==> src/rtl/lcd_bus_pkg.sv <==
// Shared definitions for the 8080-style LCD bus receiver: command codes,
// decoder state encoding and a byte-join helper for window parameters.
package lcd_bus_pkg;

  localparam logic [7:0] CMD_CASET  = 8'h2A;
  localparam logic [7:0] CMD_PASET  = 8'h2B;
  localparam logic [7:0] CMD_RAMWR  = 8'h2C;
  localparam logic [7:0] CMD_RAMWRC = 8'h3C;

  typedef enum logic [2:0] {
    IDLE,
    CASET,
    PASET,
    RAMWR,
    SKIP
  } rx_state_t;

  // Window parameters arrive high byte first; this rebuilds the 16-bit value.
  function automatic logic [15:0] join_bytes(input logic [7:0] hi, input logic [7:0] lo);
    return {hi, lo};
  endfunction

endpackage

==> src/rtl/lcd_bus_rx_addr_gen.sv <==
// Column/page window registers and the x/y pixel address counter.
// Wraps x inside the column window and y inside the page window; o_last
// flags the final pixel of the window so the top can raise frame_done.
module lcd_bus_rx_addr_gen
  import lcd_bus_pkg::*;
#(
  parameter int COORD_W = 9,
  parameter int X_MAX   = 319,
  parameter int Y_MAX   = 239
) (
  input  logic               clk_i,
  input  logic               rst_i,
  input  logic               i_colWr,
  input  logic               i_pageWr,
  input  logic [COORD_W-1:0] i_start,
  input  logic [COORD_W-1:0] i_end,
  input  logic               i_loadOrigin,
  input  logic               i_advance,
  output logic [COORD_W-1:0] o_x,
  output logic [COORD_W-1:0] o_y,
  output logic               o_last
);

  logic [COORD_W-1:0] r_sc, r_ec, r_sp, r_ep;
  logic [COORD_W-1:0] r_x, r_y;

  // Window registers take a complete start/end pair only when a parameter set is finished.
  always_ff @(posedge clk_i or posedge rst_i) begin
    if (rst_i) begin
      r_sc <= '0;
      r_ec <= COORD_W'(X_MAX);
      r_sp <= '0;
      r_ep <= COORD_W'(Y_MAX);
    end else begin
      if (i_colWr) begin
        r_sc <= i_start;
        r_ec <= i_end;
      end
      if (i_pageWr) begin
        r_sp <= i_start;
        r_ep <= i_end;
      end
    end
  end

  // Raster-order address counter; >= compares keep an inverted window to one column/row.
  always_ff @(posedge clk_i or posedge rst_i) begin
    if (rst_i) begin
      r_x <= '0;
      r_y <= '0;
    end else if (i_loadOrigin) begin
      r_x <= r_sc;
      r_y <= r_sp;
    end else if (i_advance) begin
      if (r_x >= r_ec) begin
        r_x <= r_sc;
        if (r_y >= r_ep) begin
          r_y <= r_sp;
        end else begin
          r_y <= r_y + 1'b1;
        end
      end else begin
        r_x <= r_x + 1'b1;
      end
    end
  end

  assign o_x    = r_x;
  assign o_y    = r_y;
  assign o_last = (r_x >= r_ec) && (r_y >= r_ep);

endmodule

==> src/rtl/lcd_bus_rx.sv <==
// Receive endpoint of the 16-bit 8080-style LCD bus. Samples data/wr/rs
// through a uniform register chain, detects wr rising edges and decodes
// CASET/PASET/RAMWR/RAMWR-continue into an x/y tagged pixel stream.
// Optional statistics counters are built when LCD_BUS_RX_STATS_EN is defined.
module lcd_bus_rx
  import lcd_bus_pkg::*;
#(
  parameter int DATA_W      = 16,
  parameter int COORD_W     = 9,
  parameter int SYNC_STAGES = 2,
  parameter int X_MAX       = 319,
  parameter int Y_MAX       = 239
) (
  input  logic               clk_i,
  input  logic               rst_i,
  input  logic [DATA_W-1:0]  lcd_data_i,
  input  logic               lcd_wr_i,
  input  logic               lcd_rd_i,
  input  logic               lcd_rs_i,
  output logic               pix_valid_o,
  output logic [DATA_W-1:0]  pix_data_o,
  output logic [COORD_W-1:0] pix_x_o,
  output logic [COORD_W-1:0] pix_y_o,
  output logic               frame_start_o,
  output logic               frame_done_o,
  output logic               cmd_valid_o,
`ifdef LCD_BUS_RX_STATS_EN
  output logic [15:0]        frame_cnt_o,
  output logic [31:0]        pix_cnt_o,
`endif
  output logic [7:0]         cmd_o
);

  localparam int SW = DATA_W + 2;

  logic [SW-1:0]      r_sync [SYNC_STAGES];
  logic               r_wrPrev;
  rx_state_t          r_state;
  logic [2:0]         r_paramIdx;
  logic [15:0]        r_shadowStart;
  logic [7:0]         r_shadowEndHi;

  logic [DATA_W-1:0]  w_data;
  logic [7:0]         w_byte;
  logic               w_wr, w_rs, w_wrEvt, w_cmdEvt, w_datEvt;
  logic               w_colCommit, w_pageCommit, w_loadOrigin, w_pixEvt;
  logic [COORD_W-1:0] w_start, w_end, w_x, w_y;
  logic               w_last;
  logic               w_unused;

  // Shared sampling chain so data, wr and rs always stay aligned with each other.
  always_ff @(posedge clk_i or posedge rst_i) begin
    if (rst_i) begin
      for (int i = 0; i < SYNC_STAGES; i++) r_sync[i] <= '0;
    end else begin
      r_sync[0] <= {lcd_wr_i, lcd_rs_i, lcd_data_i};
      for (int i = 1; i < SYNC_STAGES; i++) r_sync[i] <= r_sync[i-1];
    end
  end

  assign w_wr   = r_sync[SYNC_STAGES-1][SW-1];
  assign w_rs   = r_sync[SYNC_STAGES-1][SW-2];
  assign w_data = r_sync[SYNC_STAGES-1][DATA_W-1:0];
  assign w_byte = w_data[7:0];

  // Previous wr value from the last stage, used for rising-edge detection.
  always_ff @(posedge clk_i or posedge rst_i) begin
    if (rst_i) r_wrPrev <= 1'b0;
    else       r_wrPrev <= w_wr;
  end

  assign w_wrEvt      = w_wr & ~r_wrPrev;
  assign w_cmdEvt     = w_wrEvt & ~w_rs;
  assign w_datEvt     = w_wrEvt & w_rs;
  assign w_colCommit  = w_datEvt && (r_state == CASET) && (r_paramIdx == 3'd3);
  assign w_pageCommit = w_datEvt && (r_state == PASET) && (r_paramIdx == 3'd3);
  assign w_loadOrigin = w_cmdEvt && (w_byte == CMD_RAMWR);
  assign w_pixEvt     = w_datEvt && (r_state == RAMWR);
  assign w_start      = COORD_W'(r_shadowStart);
  assign w_end        = COORD_W'(join_bytes(r_shadowEndHi, w_byte));

  // Upper shadow bits beyond the coordinate width and the read strobe are intentionally unused.
  assign w_unused = ^{lcd_rd_i, r_shadowStart, r_shadowEndHi};

  lcd_bus_rx_addr_gen #(
    .COORD_W(COORD_W),
    .X_MAX  (X_MAX),
    .Y_MAX  (Y_MAX)
  ) u_addrGen (
    .clk_i       (clk_i),
    .rst_i       (rst_i),
    .i_colWr     (w_colCommit),
    .i_pageWr    (w_pageCommit),
    .i_start     (w_start),
    .i_end       (w_end),
    .i_loadOrigin(w_loadOrigin),
    .i_advance   (w_pixEvt),
    .o_x         (w_x),
    .o_y         (w_y),
    .o_last      (w_last)
  );

  // Decoder FSM with registered pulse outputs, one cycle after each detected write.
  always_ff @(posedge clk_i or posedge rst_i) begin
    if (rst_i) begin
      r_state       <= IDLE;
      r_paramIdx    <= '0;
      r_shadowStart <= '0;
      r_shadowEndHi <= '0;
      pix_valid_o   <= 1'b0;
      pix_data_o    <= '0;
      pix_x_o       <= '0;
      pix_y_o       <= '0;
      frame_start_o <= 1'b0;
      frame_done_o  <= 1'b0;
      cmd_valid_o   <= 1'b0;
      cmd_o         <= '0;
    end else begin
      pix_valid_o   <= 1'b0;
      frame_start_o <= 1'b0;
      frame_done_o  <= 1'b0;
      cmd_valid_o   <= 1'b0;
      if (w_cmdEvt) begin
        cmd_valid_o <= 1'b1;
        cmd_o       <= w_byte;
        r_paramIdx  <= '0;
        case (w_byte)
          CMD_CASET:  r_state <= CASET;
          CMD_PASET:  r_state <= PASET;
          CMD_RAMWR: begin
            r_state       <= RAMWR;
            frame_start_o <= 1'b1;
          end
          CMD_RAMWRC: r_state <= RAMWR;
          default:    r_state <= SKIP;
        endcase
      end else if (w_datEvt) begin
        case (r_state)
          CASET, PASET: begin
            if (r_paramIdx != 3'd4) begin
              r_paramIdx <= r_paramIdx + 3'd1;
              case (r_paramIdx[1:0])
                2'd0:    r_shadowStart[15:8] <= w_byte;
                2'd1:    r_shadowStart[7:0]  <= w_byte;
                2'd2:    r_shadowEndHi       <= w_byte;
                default: ;
              endcase
            end
          end
          RAMWR: begin
            pix_valid_o  <= 1'b1;
            pix_data_o   <= w_data;
            pix_x_o      <= w_x;
            pix_y_o      <= w_y;
            frame_done_o <= w_last;
          end
          default: ;
        endcase
      end
    end
  end

`ifdef LCD_BUS_RX_STATS_EN
  // Free-running statistics: pixels since the last frame start and completed frames.
  always_ff @(posedge clk_i or posedge rst_i) begin
    if (rst_i) begin
      pix_cnt_o   <= '0;
      frame_cnt_o <= '0;
    end else begin
      if (w_loadOrigin)  pix_cnt_o <= '0;
      else if (w_pixEvt) pix_cnt_o <= pix_cnt_o + 32'd1;
      if (w_pixEvt && w_last) frame_cnt_o <= frame_cnt_o + 16'd1;
    end
  end
`endif

endmodule
==> config.mk <==
export PLATFORM = sky130hd
export DESIGN_NAME = lcd_bus_rx
export DESIGN_NICKNAME = d
export VERILOG_FILES = /design/src/rtl/lcd_bus_pkg.sv /design/src/rtl/lcd_bus_rx_addr_gen.sv /design/src/rtl/lcd_bus_rx.sv
export SDC_FILE = /design/constraint.sdc
export NUM_CORES = 1
export LEC_CHECK = 0
export ABC_AREA = 1
export CORE_ASPECT_RATIO = 2
export CORE_UTILIZATION = 51
export DETAILED_ROUTE_END_ITERATION = 8
export GPL_ROUTABILITY_DRIVEN = 0
export PLACE_DENSITY = 0.75
export RECOVER_POWER = 25
export SLEW_MARGIN = 0
export SYNTH_ARGS = -nofsm -noshare
export SYNTH_HDL_FRONTEND = slang
export SYNTH_SLANG_ARGS = --single-unit
==> constraint.sdc <==
create_clock -name clk_i -period 4.85 [get_ports clk_i]
set_clock_uncertainty 0.15 [all_clocks]
set_input_delay 0.7275 -clock clk_i [delete_from_list [all_inputs] [get_ports clk_i]]
set_output_delay 0.7275 -clock clk_i [all_outputs]
set_load 0.05 [all_outputs]
==> results.yml <==
floorplan:
  die_h_um: 162.7
  die_w_um: 82.36
  pin_count: 67
  core.rowCount: 58
  core_region_area_um2: 12550
  initial_core_util: 0.5246
  die-area_um2: 13400
status:
  violations: "capacitance limit, slew limit"
  status: "finished, violations left"
drt:
  drt-initial-drc-count: 371
  dr_wl_met2_um: 7601
  top_layer: "met4"
  ant_nets: 0
  met1Wirelength_um: 5252
  wl_per_cell_um: 15.04
  wl_um: 14150
  post_drt_via_cell_ratio: 5.238
  wl_met3_um: 624
  drc: 0
  first_pass_iters: 6
  vias: 4929
global_route:
  gr-total-overflow: 0
  grt_max_degree: 64
  grt_first_pass_wirelength_um: 22930
  track_usage: 0.2325
  antenna_found_initial: 0
  grt_pass1_vias: 4908
layout:
  final_cell_mix: "nand2_1, dfrtp_1, inv_1"
  nets: 824
  final_common_cell: "nand2_1"
  area_growth_pct: 19.41
  fin_util: 0.6265
  fin_area_um2: 7865
  diodes: 0
  nFillCells: 1018
  layout-drive-gt1-share: 0.08597
cts:
  h-tree-depth: 4
  cts_sinks: 153
  clockRootBuffer: "clkbuf_16"
  path_clk_slew_ns: 0.06
  post-cts-setup-buffer-count: 0
  cts.repair.resized: 0
  clock_insertion_delay_worst_skew_ns: 0.42
  cts.path.max_buffers: 2
  hold_buffers: 0
  cts_tree: "yes"
  cts_buffers: 17
sta:
  setup_viol: 0
  finalHoldViolCount: 0
  min_period_over_period: 0.5508
  holdWs_ns: 0.1975
  rsz0062_at_grt: "false"
  relSlewSlack: -0.4048
  setup_tns_ns: 0
  tightest_slew_ns: 2.096
  slew_viol_final: 48
  setup_ws_ns: 2.179
  period_minus_slack_ns: 2.671
  fmax_ghz: 0.3743
job:
  maxCapViolations: 1
synthesis:
  synth_nets: 760
  netlist_area_um2: 6586
  synthCells: 714
  synth-seq-area-share: 0.5840
  synthFlopType: "dfrtp_1"
  yosysUniqueCellTypes: 30
  synth_edf_count: 0
  avgSynthCellArea_um2: 9.225
  synth-seq-cells: 153
  ys_warn_count: 0
  async_flop_share: 1.000
power_and_ir_drop:
  p_int_w: 0.002144
  power_frac_comb: 0.090
  switching_share: 0.2558
  seqPwrFrac: 0.480
  power.switching_w: 0.0007370
  clockPowerShare: 0.431
  power.leakage_nw: 3.766
  ir_drop_v: 0.0003623
  pwr_density_cell_nw_per_um2: 366.4
worst_hold_path:
  hp-class: "flip-flop to flip-flop"
  worstHoldStart: "r_sync[18]"
  hold_end: "r_sync[0]"
  hold_depth: 0
worst_setup_path:
  critPathRequiredTime_ns: 5.23
  end_kind: "asynchronous set/reset pin"
  start_kind: "input pin"
  crit-reg2reg-capture: "u_addrGen.o_x[2]"
  arrival_ns: 3.05
  r2r_slack_ns: 2.28
  ff2ff_path_depth: 10
  timing.rr.start: "r_wrPrev"
  critPathLaunch: "rst_i"
  timing.critical_path.fanout_max: 48
  worstSetupPathType: "input pin to asynchronous set/reset pin"
placed_design:
  place_area_um2: 7323
  dpl.hpwl_um: 10210
  io_buffers: 65
  preCtsSetupSlack_ns: 2.315
## stage by stage
stage                     power, W  cells
after global placement    0.001655    909
after CTS                 0.002911    941
after global routing      0.002997    941
after floorplan           0.001564    714
after detailed placement  0.001668    909
final                     0.002881    941
## power groups by stage
stage | sequential (W) | clock [W] | combinational (W)
4_1_cts | 0.00138 | 0.00126 | 0.000265
3_5_place_dp | 0.00140 | 0 | 0.000263
5_1_grt | 0.00139 | 0.00132 | 0.000285
6_report | 0.00138 | 0.00124 | 0.000259
2_1_floorplan | 0.00144 | 0 | 0.000126
3_3_place_gp | 0.00140 | 0 | 0.000254
## sequential cells by signal, indices dropped and copies added (netlist names), 3 cells and up
signal,count
r_shadowStart,9
pix_x_o,9
r_paramIdx,3
u_addrGen.r_sp,9
u_addrGen.r_ep,9
u_addrGen.o_x,9
u_addrGen.o_y,9
pix_data_o,16
u_addrGen.r_sc,9
cmd_o,8
r_sync,36
pix_y_o,9
u_addrGen.r_ec,9
r_state,3
## per-layer routing
| metal | vias to the layer above | track usage |
|---|---|---|
| met1 | 2335 | 0.2412 |
| met3 | 52 | 0.05378 |
| li1 | 2388 | - |
| met2 | 154 | 0.4057 |
| met4 | 0 | 0.1451 |
| met5 | - | 0 |
## cell type report
class,count,area [um2],share of cell area
inverter,96,361.6,0.04598
clock buffer,19,442.9,0.05632
sequential,153,3846,0.4890
timing repair buffer,68,685.7,0.08718
tap,150,187.7,0.02386
clock inverter,13,121.4,0.01543
multi-input combinational,442,2220,0.2822
## worst max path at each step
| stage | end | slack [ns] | cells past startpoint |
|---|---|---|---|
| global placement | u_addrGen.o_x[2] | 2.34 | 10 |
| floorplan | cmd_o[0] | 2.05 | 1 |
| detailed placement | u_addrGen.o_x[2] | 2.32 | 10 |
| finish | u_addrGen.r_ep[3] | 2.18 | 3 |
| CTS | u_addrGen.o_x[2] | 2.30 | 10 |
| global route | u_addrGen.r_ep[0] | 1.85 | 3 |
## Yosys cell counts (all sizes together) (2+ instances only)
library cell | count | share of area
a21oi | 15 | 0.011
buf | 14 | 0.016
clkbuf | 9 | 0.0051
dfrtp | 139 | 0.53
dfstp | 14 | 0.056
ha | 25 | 0.047
inv | 96 | 0.055
nand2 | 226 | 0.13
nand3 | 43 | 0.038
nand4 | 18 | 0.018
nor2 | 27 | 0.021
nor3 | 5 | 0.0046
o21a | 2 | 0.0023
o21ai | 73 | 0.055
o22ai | 2 | 0.0019
xor2 | 4 | 0.0053
## cells by family (layout without fill, tap and decap cells)
group / after synthesis / count (layout) / share of synthesized area
AOI/OAI and AO/OA: 93 / 93 / 0.07238
DFF: 153 / 153 / 0.5840
and+or+nand+nor: 319 / 319 / 0.2135
xor gates and xnor gates: 5 / 5 / 0.006649
adders and majority gates: 25 / 25 / 0.04749
buffers and inverters: 119 / 196 / 0.07599
## worst max-delay path, stage by stage
cell,delay [ns]
dlygate4sd3_1,0.55
clkinvlp_2,1.20
buf_4,0.53
No activity file was read; power rests on OpenSTA's default activity.
